==> src/rtl/shared_fifo_pkg.sv <==
// shared_fifo_pkg: FSM state type and width helpers shared by the dequeue arbiter and its output buffer
package shared_fifo_pkg;

    typedef enum logic [1:0] {
        ST_INIT   = 2'd0,
        ST_RUN    = 2'd1,
        ST_DRAIN  = 2'd2,
        ST_HALTED = 2'd3
    } state_t;

    function automatic int width_of(input int n);
        return (n <= 2) ? 1 : $clog2(n);
    endfunction

    localparam int QUEUE_DEF      = 4;
    localparam int DATAWIDTH_DEF  = 128;
    localparam int OBUF_DEPTH_DEF = 4;
    localparam int QWIDTH_DEF     = width_of(QUEUE_DEF);
    localparam int ADDR_DEF       = width_of(OBUF_DEPTH_DEF);

endpackage

==> src/rtl/shared_fifo_deq_obuf.sv <==
// shared_fifo_deq_obuf: first-word-fall-through buffer holding dequeued words with their source queue
module shared_fifo_deq_obuf
    import shared_fifo_pkg::*;
#(
    parameter int DATAWIDTH = DATAWIDTH_DEF,
    parameter int QWIDTH    = QWIDTH_DEF,
    parameter int DEPTH     = OBUF_DEPTH_DEF,
    localparam int ADDR     = width_of(DEPTH)
) (
    input  logic                 clock,
    input  logic                 reset,
    input  logic                 wr_i,
    input  logic [DATAWIDTH-1:0] wr_data_i,
    input  logic [QWIDTH-1:0]    wr_q_i,
    input  logic                 rd_i,
    output logic                 valid_o,
    output logic [DATAWIDTH-1:0] data_o,
    output logic [QWIDTH-1:0]    q_o,
    output logic [ADDR:0]        occ_o
);

    logic [DATAWIDTH-1:0] data_mem [DEPTH];
    logic [QWIDTH-1:0]    q_mem [DEPTH];
    logic [ADDR-1:0]      wr_ptr_q, rd_ptr_q;
    logic [ADDR:0]        occ_q;

    // Head is gated so the outputs read zero whenever the buffer is empty
    assign valid_o = occ_q != '0;
    assign data_o  = valid_o ? data_mem[rd_ptr_q] : '0;
    assign q_o     = valid_o ? q_mem[rd_ptr_q] : '0;
    assign occ_o   = occ_q;

    always_ff @(posedge clock) begin
        if (wr_i) begin
            data_mem[wr_ptr_q] <= wr_data_i;
            q_mem[wr_ptr_q]    <= wr_q_i;
        end
    end

    always_ff @(posedge clock or posedge reset) begin
        if (reset) begin
            wr_ptr_q <= '0;
            rd_ptr_q <= '0;
            occ_q    <= '0;
        end else begin
            if (wr_i) wr_ptr_q <= wr_ptr_q + 1'b1;
            if (rd_i) rd_ptr_q <= rd_ptr_q + 1'b1;
            occ_q <= occ_q + (ADDR+1)'(wr_i) - (ADDR+1)'(rd_i);
        end
    end

endmodule

==> src/rtl/shared_fifo_deq_arb.sv <==
// shared_fifo_deq_arb: round-robin dequeue arbiter with credit-managed output buffer; SHARED_FIFO_DEQ_STATS_EN adds per-queue transfer counters
module shared_fifo_deq_arb
    import shared_fifo_pkg::*;
#(
    parameter int QUEUE      = QUEUE_DEF,
    parameter int DATAWIDTH  = DATAWIDTH_DEF,
    parameter int QWIDTH     = QWIDTH_DEF,
    parameter int RD_LAT     = 1,
    parameter int OBUF_DEPTH = OBUF_DEPTH_DEF
) (
`ifdef SHARED_FIFO_DEQ_STATS_EN
    input  logic [QWIDTH-1:0]    statSel,
    output logic [31:0]          statCnt,
`endif
    input  logic                 clock,
    input  logic                 reset,
    input  logic                 initDone,
    input  logic [QUEUE-1:0]     qEmpty,
    output logic                 pop,
    output logic [QWIDTH-1:0]    popQ,
    input  logic [DATAWIDTH-1:0] popData,
    input  logic [QUEUE-1:0]     qMask,
    input  logic                 halt,
    output logic                 halted,
    output logic                 outValid,
    input  logic                 outReady,
    output logic [DATAWIDTH-1:0] outData,
    output logic [QWIDTH-1:0]    outQ
);

    localparam int ADDR = width_of(OBUF_DEPTH);

    state_t              state_q, state_d;
    logic [QWIDTH-1:0]   last_q, sel, idx;
    logic [QUEUE-1:0]    eligible;
    logic [ADDR:0]       inflight_q, inflight_d, occ;
    logic [RD_LAT-1:0]   tvld_q;
    logic [QWIDTH-1:0]   tag_q [RD_LAT];
    logic                credit_ok, drained, wr, rd;

    assign eligible   = ~qEmpty & qMask;
    // Credits cover every slot a pending pop will need, so a write never finds the buffer full
    assign credit_ok  = ({1'b0, occ} + {1'b0, inflight_q}) < (ADDR+2)'(OBUF_DEPTH);
    assign drained    = (inflight_q == '0) && (occ == '0);
    assign wr         = tvld_q[RD_LAT-1];
    assign rd         = outValid & outReady;
    assign inflight_d = inflight_q + (ADDR+1)'(pop) - (ADDR+1)'(wr);

    always_comb begin
        sel = '0;
        idx = '0;
        for (int i = QUEUE; i >= 1; i--) begin
            idx = QWIDTH'((int'(last_q) + i) % QUEUE);
            if (eligible[idx]) sel = idx;
        end
    end

    always_ff @(posedge clock or posedge reset) begin
        if (reset) state_q <= ST_INIT;
        else       state_q <= state_d;
    end

    always_comb begin
        state_d = state_q;
        case (state_q)
            ST_INIT:   state_d = initDone ? ST_RUN : ST_INIT;
            ST_RUN:    state_d = halt ? ST_DRAIN : ST_RUN;
            ST_DRAIN:  state_d = !halt ? ST_RUN : (drained ? ST_HALTED : ST_DRAIN);
            ST_HALTED: state_d = halt ? ST_HALTED : ST_RUN;
            default:   state_d = ST_INIT;
        endcase
    end

    always_comb begin
        pop    = (state_q == ST_RUN) && (|eligible) && credit_ok;
        popQ   = pop ? sel : '0;
        halted = state_q == ST_HALTED;
    end

    always_ff @(posedge clock or posedge reset) begin
        if (reset) begin
            last_q     <= QWIDTH'(QUEUE - 1);
            inflight_q <= '0;
            tvld_q     <= '0;
            for (int i = 0; i < RD_LAT; i++) tag_q[i] <= '0;
        end else begin
            if (pop) last_q <= sel;
            inflight_q <= inflight_d;
            tvld_q[0]  <= pop;
            tag_q[0]   <= popQ;
            for (int i = 1; i < RD_LAT; i++) begin
                tvld_q[i] <= tvld_q[i-1];
                tag_q[i]  <= tag_q[i-1];
            end
        end
    end

    shared_fifo_deq_obuf #(
        .DATAWIDTH (DATAWIDTH),
        .QWIDTH    (QWIDTH),
        .DEPTH     (OBUF_DEPTH)
    ) u_obuf (
        .clock     (clock),
        .reset     (reset),
        .wr_i      (wr),
        .wr_data_i (popData),
        .wr_q_i    (tag_q[RD_LAT-1]),
        .rd_i      (rd),
        .valid_o   (outValid),
        .data_o    (outData),
        .q_o       (outQ),
        .occ_o     (occ)
    );

`ifdef SHARED_FIFO_DEQ_STATS_EN
    logic [31:0] stat_q [QUEUE];

    always_ff @(posedge clock or posedge reset) begin
        if (reset) begin
            for (int i = 0; i < QUEUE; i++) stat_q[i] <= '0;
        end else if (rd) begin
            stat_q[outQ] <= stat_q[outQ] + 32'd1;
        end
    end

    assign statCnt = stat_q[statSel];
`endif

endmodule

==> config.mk <==
export PLATFORM = sky130hd
export DESIGN_NAME = shared_fifo_deq_arb
export DESIGN_NICKNAME = d
export VERILOG_FILES = /design/src/rtl/shared_fifo_pkg.sv /design/src/rtl/shared_fifo_deq_obuf.sv /design/src/rtl/shared_fifo_deq_arb.sv
export SDC_FILE = /design/constraint.sdc
export NUM_CORES = 1
export LEC_CHECK = 0
export ABC_CLOCK_PERIOD_IN_PS = 4700
export CORE_MARGIN = 5
export CORE_UTILIZATION = 45
export DETAILED_ROUTE_END_ITERATION = 8
export PLACE_DENSITY_LB_ADDON = 0.25
export REMOVE_ABC_BUFFERS = 1
export SYNTH_ARGS = -nofsm -noshare
export SYNTH_HDL_FRONTEND = slang
export SYNTH_SLANG_ARGS = --single-unit
==> constraint.sdc <==
create_clock -name clock -period 4.7 [get_ports clock]
set_clock_uncertainty 0.05 [all_clocks]
set_input_delay 0.94 -clock clock [delete_from_list [all_inputs] [get_ports clock]]
set_output_delay 0.94 -clock clock [all_outputs]
set_load 0.01 [all_outputs]
==> results by group, run 1 <==
STA
  • Tcrit/Tclk final: 90.37%
  • Achievable Freq: 235.4 MHz
  • Final setup vio count: 0
  • Tmin final: 4247 ps
  • Max-slew violation count: 0
  • Total negative slack: 0 ps
  • Tightest Pin Transition: around 880 ps
  • Max-slew headroom: 41.57%
  • RSZ-0062 raised after global routing: no
  • Final Hold Vio Count: 0

Global routing
  • Global-route wire length before repair: 63.87 mm
  • Remaining Overflow, GRT: 0
  • Initial antenna violation count: 4
  • All-Layer GR Usage: 16.65%
  • Vias in the first global route: 10,580
  • Largest net degree at the start of global routing: 90

Detailed routing
  • # DRC: 0
  • Vias: 9,794
  • Drt via density: 5.263
  • Routed len/inst: 22.46 um
  • Routed wire length: 41.80 mm
  • Final ANT Viol Nets: 0
  • 1st-pass router iterations: 4
  • Detailed Route Iter0 Violations: 659

CTS
  • H-tree levels: 2
  • # Post-CTS Setup Buffers: 0
  • CTS Root Cell: clkbuf_16
  • CTS clock-pin slew for the worst setup and hold paths: 60 ps
  • Hold bufs inserted after CTS: 0
  • Maximum clock path buffer count: 3
  • TritonCTS clock tree: yes
  • CTS Buf Count: 54
  • CTS resizes: 0
  • Clock sink total: 537
  • Skew-Pair Late Insertion Delay: 580 ps

Yosys
  • Distinct cells, synth: 37
  • Syn Area/Cell: around 22 sq um
  • Largest family of logic cells by synthesized area: multiplexers
  • Adder-Cell Fraction of Synth Area: 0.8033%
  • Post-synthesis mux area share: ~14%
  • Synth Area in Compound Gates: 0.5294%
  • Seq cells post-synth: 537
  • Yosys warns: 0
  • Part of the Yosys area used for sequential elements: 78.03%
  • Synth Cell Area: just over 20,000 sq um
  • Cells after Synth: 922
  • Post-synthesis simple-gate area fraction: slightly below 5%
  • XOR/XNOR Fraction of Synth Area: 0.3408%

Power
  • Leakage: 0.008341 uW
  • P per Cell Area: 601.8 nW/um^2
  • Pwr Total: 15,550 uW
  • Maximum vdd drop: about 0.4 mV

Floorplan
  • Die Wd: 223.8 um
  • DIE HEIGHT: 223.8 um
  • Initial Util: 45.41%
  • Top-Level Pins: 276
  • Site Rows: 78
  • Die area: between 50,000 and 60,000 sq um
  • Core box area: 45,280 sq um

Placed design
  • HPWL after DPL: about 24 mm
  • Final Wtd Congestion: 0.7719
  • I/O Buffers: 275
  • Placed cell area: 24,110 sq um

Setup path
  • Crit path required time: 3710 ps
  • FF-to-FF Start: u_obuf.occ_o[0]
  • CP Max Fanout: 5
  • Reg2Reg Setup Slack: approximately 1900 ps
  • Crit start category: input port
  • Arrival @ worst endpoint: 3260 ps
  • Crit end category: primary output
  • Crit path kind: in2out
  • Crit path from: qEmpty[3]

Final layout
  • Fillcell total: roughly 3,400
  • Layout area overhead: 25.68%
  • Multi-input gate area: roughly 4300 sq um
  • Layout cells sized above 1: 18.25%
  • Nets: 1,374
  • Reg area: roughly 16,000 sq um
  • Post-route cell area: 25,840 sq um

Hold path
  • Min-delay src: tag_q[0]
  • HP Class: reg2reg

Status
  • Status: finished clean

Run
  • Max-cap violations: 0
-- layout make-up --
| type | count | share of cell area, % |
|---|---|---|
| tap | 600 | 2.905 |
| clock buffer | 77 | 6.004 |
| clock inverter | 18 | 0.7021 |
| inverter | 12 | 0.1743 |
| multi-input combinational | 327 | 16.60 |
| sequential | 537 | 62.11 |
| timing repair buffer | 289 | 11.49 |
| antenna | 1 | 0.009684 |
-- flip-flops by register name, indices dropped and copies added (netlist names), 2 cells and up --
signal           count
inflight_q           3
tag_q                2
u_obuf.rd_ptr_q      2
u_obuf.q_mem         8
u_obuf.data_mem    512
last_q               2
state_q              2
u_obuf.wr_ptr_q      2
u_obuf.occ_o         3
-- placed cells by master (no fill, tap or decap), types with 5 or more instances in the layout --
cell type / netlist / final
edfxtp_1: 520 / 520
inv_1: 12 / 12
clkbuf_8: 0 / 5
dfrtp_1: 15 / 13
clkbuf_1: 22 / 15
buf_12: 0 / 9
buf_4: 1 / 5
ha_1: 10 / 10
clkdlybuf4s50_1: 0 / 275
nand3_1: 5 / 5
mux4_2: 130 / 130
clkbuf_16: 0 / 57
clkinv_1: 0 / 9
o21ai_0: 5 / 5
and2_1: 135 / 131
-- metal layers --
layer,vias up,share of wire (%),global-route usage (%)
met5,-,0.11,0
met3,63,6.1,4.141
met1,5125,42,22.29
li1,4347,-,-
met4,6,1.9,4.506
met2,253,50,27.68
-- cell usage after synthesis --
master	instances	area [sq um]
xor2_1	4	35.03
buf_2	18	90.09
a21oi_1	1	5.000
o21ai_0	5	25.02
mux4_2	130	2928
or3_1	3	18.77
a21boi_0	1	7.510
nor4_2	1	12.51
nor3_1	1	5.000
or2b_2	1	8.760
o221ai_1	1	8.760
a21o_1	1	7.510
and3_2	1	7.510
o21a_1	2	15.01
a21o_2	1	8.760
nand2b_1	3	18.77
or4_1	1	7.510
edfxtp_1	520	15610
inv_1	12	45.04
and2_2	1	7.510
nand3_1	5	25.02
buf_1	5	18.77
ha_1	10	125.1
dfstp_2	2	52.55
buf_4	1	7.510
clkbuf_1	22	82.58
fa_1	2	40.04
nand2_1	4	15.01
xnor2_1	4	35.03
o31ai_1	1	7.510
and2b_1	2	15.01
and2_1	135	844.6
and2b_2	1	8.760
nor2_1	2	7.510
a211oi_1	2	15.01
dfrtp_1	15	375.4
a31o_1	1	8.760
-- power by group --
group          leakage [uW]  switching (uW)  internal, uW
sequential          0.00489             191          5770
combinational       0.00261            2390          3030
clock              0.000843            1690          2490
-- logic make-up after synthesis --
kind of cell	count (synthesis)
and+or+nand+nor	161
muxes	130
adders and majority gates	12
buffers and inverters	58
xor gates and xnor gates	8
AOI/OAI and AO/OA	16
DFF	537
-- critical path, cell delays in order --
cell	delay, ps
clkdlybuf4s50_1	460
and2b_1	220
or3_1	350
a21boi_0	280
o221ai_1	190
a21oi_1	230
clkdlybuf4s50_1	580
-- final timing paths --
kind,end,cells past startpoint
max,popQ[0],7
min reg2reg,u_obuf.q_mem[1][0],0
max reg2reg,u_obuf.occ_o[2],8
min,u_obuf.q_mem[1][0],0
min in group asynchronous,state_q[1],2
max in group asynchronous,u_obuf.rd_ptr_q[1],2
-- metrics by stage --
| stage | worst slack, ps | hold WS [ps] | instances | utilization [%] |
|---|---|---|---|---|
| 2_1_floorplan | -2189 | 404.7 | 876 | - |
| 3_3_place_gp | 553.6 | 454.7 | 1765 | 53.23 |
| 3_5_place_dp | 498.1 | 463.9 | 1765 | 53.23 |
| 4_1_cts | 484.0 | 477.0 | 1860 | 57.06 |
| 5_1_grt | 303.0 | 513.7 | 1860 | 57.06 |
| 6_report | 452.7 | 476.8 | 1861 | 57.07 |
No activity file was read; power rests on OpenSTA's default activity.
==> run 2, diff against run 1 <==
--- a/config.mk
+++ b/config.mk
@@ -9,7 +9,7 @@
 export CORE_MARGIN = 5
 export CORE_UTILIZATION = 45
 export DETAILED_ROUTE_END_ITERATION = 8
-export PLACE_DENSITY_LB_ADDON = 0.25
+export PLACE_DENSITY = 0.73
 export REMOVE_ABC_BUFFERS = 1
 export SYNTH_ARGS = -nofsm -noshare
 export SYNTH_HDL_FRONTEND = slang
==> run 2 against run 1 <==
  * Global-route usage down 0.35 points
  * Register-to-register slack better by 70 ps
  * Utilization down 0.23 points
  * First-iteration DRC count down 10%
  * Fmax up 1.9%
  * Hold slack worse by 26 ps
  * Largest cell class unchanged
==> results by group, run 2 (synthesized netlist as in run 1, its figures left out) <==
CTS
  • Clock sink total: about 540
  • CTS clock-pin slew for the worst setup and hold paths: 60 ps
  • H-tree levels: 2
  • # Post-CTS Setup Buffers: 0
  • Skew-Pair Late Insertion Delay: 570 ps
  • CTS Buf Count: 53
  • TritonCTS clock tree: yes
  • CTS Root Cell: clkbuf_16
  • CTS resizes: 0
  • Hold bufs inserted after CTS: 0
  • Maximum clock path buffer count: 3

Global routing
  • Initial antenna violation count: 4
  • Global-route wire length before repair: 62.91 mm
  • Remaining Overflow, GRT: 0
  • Largest net degree at the start of global routing: 61
  • All-Layer GR Usage: 16.30%
  • Vias in the first global route: 10,650

STA
  • Min Hold Slack: 451.1 ps
  • Achievable Freq: between 200 and 250 MHz
  • Tightest Pin Transition: 987.4 ps
  • Max-slew violation count: 0
  • Tmin final: 4170 ps
  • Final setup vio count: 0
  • Final Hold Vio Count: 0
  • RSZ-0062 raised after global routing: no
  • Tcrit/Tclk final: 88.72%
  • Max-slew headroom: 34.17%

Power
  • Clk pwr share: between 20 and 30%
  • Seq pwr share: 39.2%
  • P per Cell Area: just under 600 nW/um^2
  • Switching power: 4209 uW
  • Pwr Total: 15,290 uW
  • Int Pwr: 11,080 uW
  • Switching share of power: 27.53%
  • Logic pwr share: 35.1%
  • Leakage: a little over 0.008 uW
  • Maximum vdd drop: 0.4272 mV

Run
  • Max-cap violations: 0

Placed design
  • I/O Buffers: between 200 and 300
  • HPWL after DPL: 24.02 mm
  • Final Wtd Congestion: 0.7524

Setup path
  • CP cell instances: clkdlybuf4s50_1, and2b_1, or3_1, a21boi_0, o221ai_1, a21oi_1, clkdlybuf4s50_1
  • Crit end category: primary output
  • Crit path kind: in2out
  • CP max stage cell: clkdlybuf4s50_1
  • Crit-path max cell delay: 580 ps
  • CP Max Fanout: 5
  • Crit-path most repeated cell: clkdlybuf4s50_1
  • Crit start category: input port
  • Arrival @ worst endpoint: approximately 3200 ps
  • Crit path required time: 3710 ps

Final layout
  • Reg area: 16,050 sq um
  • Biggest register: u_obuf.data_mem
  • Nets: 1,375
  • Largest regs: u_obuf.data_mem: 512 flops, u_obuf.q_mem: 8 flops
  • Multi-input gate area: 4289 sq um
  • Layout cells sized above 1: about 18%
  • Layout area overhead: 25.18%
  • Commonest cells after routing, fill and taps aside: 520 x edfxtp_1, 275 x clkdlybuf4s50_1, 131 x and2_1
  • Commonest non-fill, non-tap cell in the layout: edfxtp_1
  • Max reg flops: 512
  • Fillcell total: 3,427

Detailed routing
  • Routed len/inst: 21.90 um
  • Vias: 9,857
  • Detailed Route Iter0 Violations: 590
  • Drt via density: 5.291
  • Final ANT Viol Nets: 0
  • 1st-pass router iterations: 4
  • # DRC: 0
  • Routed wire length: approximately 41 mm

Status
  • Status: finished clean

Hold path
  • HP Class: reg2reg

Floorplan
  • Site Rows: 78
  • Die Wd: 223.8 um
  • Initial Util: between 40% and 50%
  • Die area: 50,070 sq um
  • Core box area: 45,280 sq um
  • DIE HEIGHT: 223.8 um
  • Top-Level Pins: 276
-- run 2: changes by cell type in the layout (fill, tap and decap cells not counted), sizes merged --
cell / delta
clkinvlp: +1
clkinv: +9
buf: +2
clkbuf: -11
diode: +1
-- run 2: path summary, 6_finish.rpt --
kind	start	endpoint	slack, ps	cells after the start
max in group asynchronous	reset	u_obuf.rd_ptr_q[0]	3360	2
min	tag_q[0]	u_obuf.q_mem[2][0]	450	0
max reg2reg	u_obuf.occ_o[0]	u_obuf.occ_o[2]	1950	8
max	qEmpty[3]	popQ[0]	530	7
min reg2reg	tag_q[0]	u_obuf.q_mem[2][0]	450	0
min in group asynchronous	reset	tag_q[1]	730	2
-- run 2: power groups by stage --
stage	registers (uW)	logic [uW]	clock network (uW)
2_1_floorplan	6400	2920	0
3_3_place_gp	6070	5470	0
3_5_place_dp	6090	5490	0
4_1_cts	6000	5510	4070
5_1_grt	6040	5780	4280
6_report	5990	5360	3940
-- run 2: final cells by class --
cell class | instances | share of cell area (%)
flip-flops and latches | 537 | 62.36
clock inverters | 28 | 0.9236
repair buffers | 291 | 11.60
diodes | 2 | 0.01944
well taps | 600 | 2.917
inverters | 12 | 0.1750
clock buffers | 66 | 5.342
multi-input cells | 327 | 16.66
-- run 2: per-layer routing --
layer	global-route usage (%)	part of all wire (%)	vias to the layer above
li1	-	-	4343
met4	4.842	2.2	4
met2	27.80	51	248
met1	21.15	41	5200
met3	3.826	5.7	62
met5	0	0.066	-
-- run 2: critical path, delay by kind of cell --
| kind | cells | cell delay (ps) |
|---|---|---|
| compound gates | 3 | 630 |
| buf+inv | 2 | 1040 |
| simple gates | 2 | 580 |
-- run 2: metrics by stage --
step                      setup slack (ps)  std cells  setup TNS, ps  cell area [sq um]  utilization, %
after global routing                 383.2       1863              0              25740           56.84
final                                530.3       1863              0              25740           56.84
after detailed placement             563.5       1767              0              24120           53.27
after CTS                            550.9       1861              0              25730           56.83
after global placement               547.7       1767              0              24120           53.27
after floorplan                      -2189        876        -286200              20360               -
==> run 3, diff against run 2 <==
--- a/config.mk
+++ b/config.mk
@@ -6,10 +6,13 @@
 export NUM_CORES = 1
 export LEC_CHECK = 0
 export ABC_CLOCK_PERIOD_IN_PS = 4700
+export CELL_PAD_IN_SITES_DETAIL_PLACEMENT = 1
+export CELL_PAD_IN_SITES_GLOBAL_PLACEMENT = 1
+export CORE_ASPECT_RATIO = 1.2
 export CORE_MARGIN = 5
 export CORE_UTILIZATION = 45
 export DETAILED_ROUTE_END_ITERATION = 8
-export PLACE_DENSITY = 0.73
+export PLACE_DENSITY = 0.82
 export REMOVE_ABC_BUFFERS = 1
 export SYNTH_ARGS = -nofsm -noshare
 export SYNTH_HDL_FRONTEND = slang
==> run 3 against run 2 <==
  * First-iteration DRC count fell by 21%
  * Global-route usage rose by 2.2 points
  * Final cell count grew 1.2%
  * Combinational power increased by 1%
  * Critical endpoint unchanged
  * Largest cell class unchanged
==> results by group, run 3 (synthesized netlist as in run 1, its figures left out) <==
Setup path
  • Crit start category: input port
  • Reg2Reg Setup Slack: 1970 ps
  • Arrival @ worst endpoint: 3270 ps
  • FF-to-FF End: u_obuf.occ_o[2]
  • CP endpoint: popQ[0]
  • CP Max Fanout: 5
  • Worst R2R Path Depth: 8
  • Crit end category: primary output
  • FF-to-FF Start: u_obuf.occ_o[0]
  • Crit path from: qEmpty[3]
  • Crit path required time: 3710 ps
  • Crit path kind: in2out

Placed design
  • Placed cell area: 24,100 sq um
  • Final Wtd Congestion: 0.7393
  • DP Cell Count: 1,778
  • I/O Buffers: approximately 280
  • Post-Place Worst Slack: 470.4 ps
  • HPWL after DPL: 28.17 mm

Detailed routing
  • Vias: 9,937
  • Drt via density: about 5.3
  • Routed len/inst: 24.40 um
  • 1st-pass router iterations: 4
  • # DRC: 0
  • Final ANT Viol Nets: 0
  • Detailed Route Iter0 Violations: 467
  • Routed wire length: 46.02 mm

Final layout
  • Commonest non-fill, non-tap cell in the layout: edfxtp_1
  • Largest regs: u_obuf.data_mem: 512 flops, u_obuf.q_mem: 8 flops
  • Biggest register: u_obuf.data_mem
  • Final cell count without fillers: 1,886
  • Post-route cell area: between 20,000 and 30,000 sq um
  • Layout cells sized above 1: between 10% and 20%
  • Nets: 1,378
  • Layout area overhead: 26.39%
  • Max reg flops: 512
  • Commonest cells after routing, fill and taps aside: 520 x edfxtp_1, 275 x clkdlybuf4s50_1, 131 x and2_1
  • Fillcell total: 3,905

Floorplan
  • Top-Level Pins: 276
  • Initial Util: 45.60%
  • Die area: 50,080 sq um
  • Die Wd: roughly 210 um
  • Site Rows: 85
  • Core box area: approximately 45,000 sq um
  • DIE HEIGHT: 244.2 um

STA
  • RSZ-0062 raised after global routing: no
  • Max-slew violation count: 0
  • Setup WS post-layout: 437.3 ps
  • Tcrit/Tclk final: 90.70%
  • Achievable Freq: 234.6 MHz
  • Max-slew headroom: 37.17%
  • Tmin final: 4263 ps
  • Final Hold Vio Count: 0
  • Total negative slack: 0 ps
  • Tightest Pin Transition: 942.4 ps
  • Final setup vio count: 0

CTS
  • TritonCTS clock tree: yes
  • CTS Root Cell: clkbuf_16
  • CTS resizes: 0
  • Skew-Pair Late Insertion Delay: 580 ps
  • CTS clock-pin slew for the worst setup and hold paths: 60 ps
  • Maximum clock path buffer count: 3
  • H-tree levels: 2
  • # Post-CTS Setup Buffers: 0
  • Hold bufs inserted after CTS: 0
  • Clock sink total: 537
  • CTS Buf Count: 54

Power
  • Maximum vdd drop: 0.4482 mV
  • P per Cell Area: 612.0 nW/um^2
  • Int Pwr: 11,470 uW
  • Seq pwr share: a little under two fifths
  • Switching power: between 4000 and 5000 uW
  • Leakage: 0.008427 uW
  • Switching share of power: 27.89%
  • Logic pwr share: 34.2%
  • Clk pwr share: 28.0%

Run
  • Max-cap violations: 0

Global routing
  • Initial antenna violation count: 8
  • Remaining Overflow, GRT: 0
  • Largest net degree at the start of global routing: 99
  • All-Layer GR Usage: 18.48%
  • Global-route wire length before repair: 70.25 mm
  • Vias in the first global route: 11,260

Hold path
  • HP Class: reg2reg

Status
  • Status: finished clean
-- run 3: cell count changes in the layout (fill, tap and decap cells not counted), moves of 4 or more --
cell / before / now
clkbuf_8: 0 / 6
buf_4: 7 / 13
diode_2: 2 / 6
clkbuf_1: 13 / 7
clkbuf_16: 53 / 57
buf_12: 9 / 5
-- run 3: worst max-delay path, stage by stage --
cell,delay (ps)
clkdlybuf4s50_1,470
and2b_1,230
or3_1,390
a21boi_0,270
o221ai_1,190
a21oi_1,200
clkdlybuf4s50_1,580
-- run 3: routing by layer --
layer / vias to the layer above / global-route usage [%] / part of all wire, %
li1: 4349 / - / -
met1: 5228 / 22.43 / 38
met2: 280 / 32.76 / 54
met3: 74 / 4.770 / 6.3
met4: 6 / 5.262 / 2.1
met5: - / 0 / 0.10
-- run 3: layout make-up --
type / instances / area, sq um / share of cell area [%]
diodes: 6 / 15.01 / 0.05778
flip-flops and latches: 537 / 16050 / 61.77
clock buffers: 70 / 1535 / 5.908
repair buffers: 293 / 2950 / 11.35
multi-input cells: 327 / 4289 / 16.51
clock inverters: 32 / 339.1 / 1.305
well taps: 609 / 762.0 / 2.932
inverters: 12 / 45.04 / 0.1733
-- run 3: worst min path at each step --
stage / start / to / slack (ps) / cells past startpoint
floorplan: tag_q[0] / u_obuf.q_mem[0][0] / 400 / 0
global route: tag_q[0] / u_obuf.q_mem[3][0] / 480 / 0
finish: tag_q[0] / u_obuf.q_mem[3][0] / 470 / 0
detailed placement: tag_q[0] / u_obuf.q_mem[3][0] / 450 / 0
CTS: tag_q[0] / u_obuf.q_mem[3][0] / 460 / 0
global placement: tag_q[1] / u_obuf.q_mem[2][1] / 440 / 0
-- run 3: stage by stage --
step                total power (uW)  hold slack, ps  utilization, %
floorplan                       9321           404.7               -
global placement               11550           436.3           53.44
detailed placement             11680           454.2           53.44
CTS                            16200           464.0           57.59
global route                   16720           480.0           57.63
finish                         15900           465.4           57.63
-- run 3: power groups by stage --
| stage | Sequential (uW) | Combinational (uW) | Clock (uW) |
|---|---|---|---|
| floorplan | 6400 | 2920 | 0 |
| global placement | 6090 | 5460 | 0 |
| detailed placement | 6130 | 5550 | 0 |
| CTS | 6040 | 5600 | 4570 |
| global route | 6070 | 5820 | 4830 |
| finish | 6030 | 5430 | 4450 |
